`config.mk`:
```
export PLATFORM = sky130hd
export DESIGN_NAME = inst_queue
export DESIGN_NICKNAME = d
export VERILOG_FILES = /design/src/rtl/inst_queue.sv
export SDC_FILE = /design/constraint.sdc
export NUM_CORES = 2
export LEC_CHECK = 0
export ABC_AREA = 1
export BUFFER_PORTS_ARGS = -buffer_cell sky130_fd_sc_hd__buf_4
export CAP_MARGIN = 20
export CORE_ASPECT_RATIO = 1.1
export CORE_UTILIZATION = 27
export CTS_CLUSTER_DIAMETER = 50
export DETAILED_ROUTE_END_ITERATION = 16
export PLACE_DENSITY = 0.38
export SYNTH_ARGS = -nofsm -noshare
export SYNTH_HDL_FRONTEND = slang
export SYNTH_SLANG_ARGS = --single-unit
```
`constraint.sdc`:
```
create_clock -name clk -period 5.2 [get_ports clk]
set_clock_uncertainty 0.15 [all_clocks]
set_input_delay 0.78 -clock clk [delete_from_list [all_inputs] [get_ports clk]]
set_output_delay 0.78 -clock clk [all_outputs]
set_load 0.01 [all_outputs]
```
`src/rtl/inst_queue.sv`:
```
// Dual-write, dual-read instruction queue between fetch and decode.
// Keeps entries in program order and presents the two oldest to decode.
module inst_queue #(
  parameter int DEPTH       = 16,
  parameter int FULL_MARGIN = 4
) (
  input  logic                       clk,
  input  logic                       rst,
  input  logic                       flush,
  input  logic                       stall,
  input  logic [31:0]                wr_inst1_i,
  input  logic [31:0]                wr_inst1_pc_i,
  input  logic                       wr_inst1_valid_i,
  input  logic [31:0]                wr_inst2_i,
  input  logic [31:0]                wr_inst2_pc_i,
  input  logic                       wr_inst2_valid_i,
  input  logic                       issue_i,
  input  logic                       issue_mode_i,
  output logic [31:0]                issue_inst1_o,
  output logic [31:0]                issue_inst1_pc_o,
  output logic                       issue_inst1_valid_o,
  output logic [31:0]                issue_inst2_o,
  output logic [31:0]                issue_inst2_pc_o,
  output logic                       issue_inst2_valid_o,
  output logic [$clog2(DEPTH):0]     count_o,
  output logic                       full_o,
  output logic                       empty_o,
  output logic                       overflow_o
);

  localparam int AW = $clog2(DEPTH);
  localparam int CW = AW + 1;

  logic [31:0]   inst_mem [DEPTH];
  logic [31:0]   pc_mem   [DEPTH];
  logic [AW-1:0] head;
  logic [AW-1:0] tail;
  logic [CW-1:0] count;
  logic          overflow_q;

  logic [CW-1:0] free;
  logic [1:0]    n_valid;
  logic [1:0]    want_pop;
  logic [1:0]    writes;
  logic [1:0]    pops;
  logic          drop;
  logic [31:0]   first_inst;
  logic [31:0]   first_pc;
  logic [AW-1:0] tail_p1;
  logic [AW-1:0] head_p1;

  // Free space is taken from the count before this cycle's pops, so a full
  // queue drops writes even while decode drains it.
  always_comb begin
    free       = CW'(DEPTH) - count;
    n_valid    = {1'b0, wr_inst1_valid_i} + {1'b0, wr_inst2_valid_i};
    want_pop   = issue_i ? (issue_mode_i ? 2'd2 : 2'd1) : 2'd0;
    writes     = (CW'(n_valid) <= free) ? n_valid : free[1:0];
    pops       = (CW'(want_pop) <= count) ? want_pop : count[1:0];
    drop       = CW'(n_valid) > free;
    first_inst = wr_inst1_valid_i ? wr_inst1_i    : wr_inst2_i;
    first_pc   = wr_inst1_valid_i ? wr_inst1_pc_i : wr_inst2_pc_i;
    tail_p1    = tail + 1'b1;
    head_p1    = head + 1'b1;
  end

  always_ff @(posedge clk) begin
    if (!flush && !stall) begin
      if (writes != 2'd0) begin
        inst_mem[tail] <= first_inst;
        pc_mem[tail]   <= first_pc;
      end
      if (writes == 2'd2) begin
        inst_mem[tail_p1] <= wr_inst2_i;
        pc_mem[tail_p1]   <= wr_inst2_pc_i;
      end
    end
  end

  always_ff @(posedge clk or posedge rst) begin
    if (rst) begin
      head       <= '0;
      tail       <= '0;
      count      <= '0;
      overflow_q <= 1'b0;
    end else if (flush) begin
      head       <= '0;
      tail       <= '0;
      count      <= '0;
      overflow_q <= 1'b0;
    end else if (stall) begin
      overflow_q <= 1'b0;
    end else begin
      head       <= head + AW'(pops);
      tail       <= tail + AW'(writes);
      count      <= count + CW'(writes) - CW'(pops);
      overflow_q <= drop;
    end
  end

  // Data outputs are masked to zero whenever their valid flag is low.
  always_comb begin
    issue_inst1_valid_o = (count >= CW'(1));
    issue_inst2_valid_o = (count >= CW'(2));
    issue_inst1_o       = issue_inst1_valid_o ? inst_mem[head]    : 32'd0;
    issue_inst1_pc_o    = issue_inst1_valid_o ? pc_mem[head]      : 32'd0;
    issue_inst2_o       = issue_inst2_valid_o ? inst_mem[head_p1] : 32'd0;
    issue_inst2_pc_o    = issue_inst2_valid_o ? pc_mem[head_p1]   : 32'd0;
    count_o             = count;
    full_o              = free < CW'(FULL_MARGIN);
    empty_o             = (count == '0);
    overflow_o          = overflow_q;
  end

endmodule

```
## After elaboration in Yosys (flattened, before gate mapping)

Memories as Yosys holds them, arrays and structs flattened.
Cells that the tools add are included.

- Bits in registers: 14
- Output and inout bits: 138
- Word-level logic and storage cells: 51
- Input bits: 136
- Memory bits (writable): 1024
- Memories: 2

Memory list:

| memory | depth | bits a word | read ports | clocked after Yosys merged registers in | write ports | line | RTL |
|---|---|---|---|---|---|---|---|
| inst_mem | 16 | 32 | 2 | 0 | 2 | 34 | `logic [31:0] inst_mem [DEPTH];` |
| pc_mem | 16 | 32 | 2 | 0 | 2 | 35 | `logic [31:0] pc_mem [DEPTH];` |

- Muxes and demuxes: 24
- Magnitude comparators: 6
- Equal/unequal tests: 2
- Reductions and logical operators: 5
- Add/sub/neg operators: 8

Operator list:

| kind | number |
|---|---|
| two-way mux 32 bit | 6 |
| two-way mux 4 bit | 4 |
| less-or-equal comparator 2 x 5 -> 1 bit | 2 |
| two-way mux 5 bit | 2 |
| adder 4 x 1 -> 4 bit (second input constant) | 2 |
| adder 4 x 2 -> 4 bit | 2 |
| two-way mux 1 bit | 8 |
| two-way mux 2 bit | 4 |
| adder 5 x 2 -> 5 bit | 1 |
| greater-or-equal comparator 5 x 1 -> 1 bit (second input constant) | 1 |
| greater-or-equal comparator 5 x 2 -> 1 bit (second input constant) | 1 |
| greater-than comparator 2 x 5 -> 1 bit | 1 |
| zero test 5 bit | 1 |
| less-than comparator 5 x 3 -> 1 bit (second input constant) | 1 |
| subtractor 5 x 2 -> 5 bit | 1 |
| subtractor 5 bit (first input constant) | 1 |
| adder 1 x 1 -> 2 bit | 1 |
| == test 2 bit (second input constant) | 1 |
| zero test 1 bit | 2 |
| != test 2 bit (second input constant) | 1 |
| nonzero test 2 bit | 1 |
| logical AND 1 bit | 1 |

## Logic depth before layout (Yosys ltp)

- Word-level depth: 7
- Gate-level depth with buffers: 23
- Depth with buffers taken out: 21

## Worst setup path after synthesis

Ideal clock, no wire load.

- Path type: input-to-reg
- Start point: input port wr_inst1_valid_i
- End point: memory inst_mem[10][0] (enable)
- Cell stages on the path: 15
- Required time: 4626 ps
- Library setup time: 424 ps
- Arrival: 3886 ps
- Slack: 741 ps
- Path buffers: 3
- Cells stage by stage: ha_1 inv_1 ha_1 inv_1 nand2_1 nand2_1 nand3_4 nor2_4 nand2_1 nand2_2 buf_6 nand4_2 buf_6 buf_6 nand2_1

RTL lines:

| item | line | RTL |
|---|---|---|
| from (decl) | 13 | `input logic wr_inst1_valid_i,` |
| to (decl) | 34 |  |

## Worst setup path after layout

- Start point: register head[0]
- End point: output port issue_inst2_pc_o[26]

- Word-level cells in the longest chain between the ends: 3

RTL lines:

| item | line | RTL |
|---|---|---|
| from (decl) | 36 | `logic [AW-1:0] head;` |
| from (signal assigned) | 94 | `head <= head + AW'(pops);` |
| adder 4 x 1 -> 4 bit | 64 | `head_p1 = head + 1'b1;` |
| memory read (16 x 32 bit) | n/a |  |
| two-way mux 32 bit | 108 | `issue_inst2_pc_o = issue_inst2_valid_o ? pc_mem[head_p1] : 32'd0;` |
| to (decl) | 23 | `output logic [31:0] issue_inst2_pc_o,` |

No other way between the ends.

==> flow_summary.json <==
{
  "ant_nets": 0,
  "switching_share_pct": 48.4,
  "cp_cell_sequence": "ha_4 -> inv_8 -> buf_12 -> buf_4 -> o21ai_0 -> o221ai_1 -> o211ai_1 -> a21oi_1 -> buf_4",
  "nets": 8720,
  "cap_viol_max_count": 0,
  "portBuffers": 273,
  "grt_pass1_vias": 66000,
  "synth_seq_cells": 1038,
  "cp.required_ns": 4.27,
  "core.rowCount": 194,
  "hpwl_um": 204000,
  "syn_inst": 8951,
  "fmax_ghz": 0.199,
  "rsz0062_at_grt": "false",
  "cts_tree": "done",
  "ys_seq_area_share_pct": 45.1,
  "clockRootBuffer": "clkbuf_16",
  "critPathKind": "reg2out",
  "drive_gt1_share_pct": 10.7,
  "htreeDepth": 4,
  "fp.dieH_um": 532,
  "ir_drop_v": 0.00104,
  "p_leak_nw": 30.5,
  "core-area_um2": 254000,
  "track_usage_pct": 28.0,
  "synth.distinct_cells": 37,
  "critPathArrivalTime_ns": 4.08,
  "numCtsBuffers": 176,
  "vias_per_cell": 5.86,
  "combPwrFrac_pct": 51.6,
  "grt_max_degree": 174,
  "overflow": 0,
  "first_pass_iters": 6,
  "setup_viol": 0,
  "seqCellArea_um2": 31100,
  "synth_area_per_cell_um2": 7.71,
  "area_delta_synth_final_pct": 14.9,
  "p_switching_w": 0.0214,
  "reg2reg_slack_ns": 0.83,
  "setup-tns-final_ns": 0,
  "dpl_worst_slack_ns": 0.542,
  "clk_pin_slew_worst_paths_ns": 0.05,
  "yosysWarnings": 0,
  "max_slew.worst_pin.slew_ns": 1.15,
  "period_minus_slack_ns": 5.01,
  "critPathMostFrequentCell": "buf_4",
  "fin_util_pct": 31.2,
  "nFillCells": 26200,
  "post_cts_buffers": 0,
  "num_vias": 70500,
  "die_x_um": 484,
  "first_iter_violations": 8565,
  "cpPeakStageDelay_ns": 0.61,
  "crit_path_max_fanout": 80,
  "status": "completed",
  "wl_per_cell_um": 31.0,
  "gp_congestion": 0.815,
  "clock-sinks": 1038,
  "totalWireLength_um": 373000,
  "syn_area_um2": 69000,
  "drv_slew": 0,
  "die_area_um2": 258000,
  "internal-power_w": 0.0228,
  "clk_latency_ns": 0.87,
  "powerDensity_nw_per_um2": 558,
  "multi_input_area_um2": 32700,
  "antenna_found_initial": 26,
  "timing.final.crit_share_pct": 96.4,
  "clock_power_share_pct": 26.4,
  "cpMaxStageDelayCell": "dfrtp_4",
  "grt_pass1_wl_um": 523000,
  "slew_headroom_pct": 23.4,
  "syn_nets": 9112,
  "clock_path_buffers": 4,
  "hold_violations": 0,
  "power_frac_seq_pct": 22.0,
  "start_util_pct": 27.2,
  "drc": 0,
  "start_kind": "flop",
  "holdCritPathClass": "in2reg",
  "worst_slack_ns": 0.186,
  "pin_count": 274,
  "end_kind": "output pin"
}
==> state kept, by name (all words and copies together), names as in the netlist <==
signal      count
count_o         5
head            4
inst_mem      512
overflow_o      1
pc_mem        512
tail            4
==> power groups by stage <==
stage	logic, W	registers [W]	clock network [W]
floorplan	0.0127	0.00985	0
global placement	0.0224	0.00992	0
detailed placement	0.0224	0.00992	0
CTS	0.0225	0.00975	0.0119
global route	0.0243	0.00977	0.0121
finish	0.0228	0.00976	0.0117
==> layer usage <==
layer | vias up | GRT usage, % | share of wire (%)
met5 | - | 0.130 | 0.042
met4 | 18 | 10.5 | 3.9
met3 | 736 | 4.06 | 7.6
met2 | 3596 | 44.0 | 45
met1 | 35000 | 38.7 | 44
li1 | 31100 | - | -
==> final timing paths <==
check / startpoint / to / cells after the start
worst max-delay path: head[0]$_DFFE_PP0P_ / issue_inst2_pc_o[26] / 9
worst min-delay path: flush / head[0]$_DFFE_PP0P_ / 4
worst max register to register: count_o[1]$_DFFE_PP0P_ / pc_mem[3][2]$_DFFE_PP_ / 13
worst min register to register: tail[3]$_DFFE_PP0P_ / tail[3]$_DFFE_PP0P_ / 1
max in group asynchronous: rst / head[1]$_DFFE_PP0P_ / 3
min in group asynchronous: rst / overflow_o$_DFF_PP0_ / 3
==> critical path, delay by kind of cell (launching register included) <==
| kind | cells | cell delay, ns |
|---|---|---|
| flops | 1 | 0.61 |
| fa+ha+maj | 1 | 0.38 |
| buf+inv | 4 | 1.35 |
| compound gates | 4 | 0.76 |
==> timing repair <==
| action | 4_1_cts | 5_1_grt |
|---|---|---|
| resized for setup | 0 | 2 |
| endpoints found under the setup margin | 0 | 4 |
| endpoints found under the hold margin | 14 | 0 |
| hold buffers | 1 | 0 |
==> layout make-up <==
| class | instances | share of cell area (%) |
|---|---|---|
| clock inverters | 111 | 1.38 |
| flip-flops and latches | 1038 | 39.2 |
| repair buffers | 537 | 6.62 |
| multi-input cells | 6684 | 41.2 |
| clock buffers | 198 | 5.68 |
| inverters | 122 | 0.637 |
| diodes | 9 | 0.0284 |
| well taps | 3332 | 5.25 |
==> cell families after synthesis <==
group	share of synthesized area, %
xor gates and xnor gates	0.0254
AOI/OAI and AO/OA	10.7
adders and majority gates	0.497
buffers and inverters	8.18
muxes	1.04
and+or+nand+nor	34.5
DFF	45.1
==> synthesized netlist by cell type, drive strengths merged <==
library cell / instances / area, um^2
nor2: 756 / 2860
inv: 122 / 458
o21ai: 663 / 3320
edfxtp: 1024 / 30700
clkbuf: 556 / 2090
o211ai: 191 / 1430
nor3: 66 / 330
xor2: 1 / 8.76
ha: 21 / 263
a21oi: 219 / 1100
o22ai: 128 / 801
o221ai: 63 / 552
xnor2: 1 / 8.76
o2111ai: 1 / 8.76
nand4: 1163 / 7340
nand3: 644 / 3250
buf: 551 / 3100
fa: 4 / 80.1
dfrtp: 14 / 350
mux2: 64 / 721
and2: 1 / 6.26
a31oi: 22 / 138
nand2: 2673 / 10000
o21bai: 1 / 7.51
and3: 2 / 12.5
==> metrics by stage <==
step	hold slack [ns]	area, um^2	instances	total power [W]
after global placement	0.380	73700	11700	0.0323
final	0.163	79300	12000	0.0443
after detailed placement	0.388	73700	11700	0.0324
after global routing	0.198	79300	12000	0.0462
after CTS	0.112	79300	12000	0.0441
after floorplan	0.345	69000	8951	0.0225
==> layout by cell type, fill, tap and decap left out, types with 4 or more instances in the layout <==
cell type	netlist	layout
nand4_1	1153	1153
clkinv_4	0	10
inv_8	0	5
nor2_4	2	19
inv_6	0	10
a21oi_1	219	219
buf_4	26	438
nor3_1	66	66
nor2_1	753	736
o21ai_0	661	661
edfxtp_1	1024	1024
clkbuf_16	0	177
clkinv_2	0	25
inv_1	116	112
a31oi_1	22	21
fa_1	4	4
nand3_1	642	642
o211ai_1	191	191
clkinvlp_4	0	17
diode_2	0	9
buf_12	0	95
o221ai_1	63	63
clkbuf_1	556	21
dfrtp_4	0	4
dfrtp_1	14	10
bufinv_16	0	17
nand2_4	1	16
clkinv_1	0	30
mux2_2	64	64
ha_1	21	20
nand4_4	0	10
o22ai_1	128	128
nand2_1	2669	2653
No activity file was read; power rests on OpenSTA's default activity.
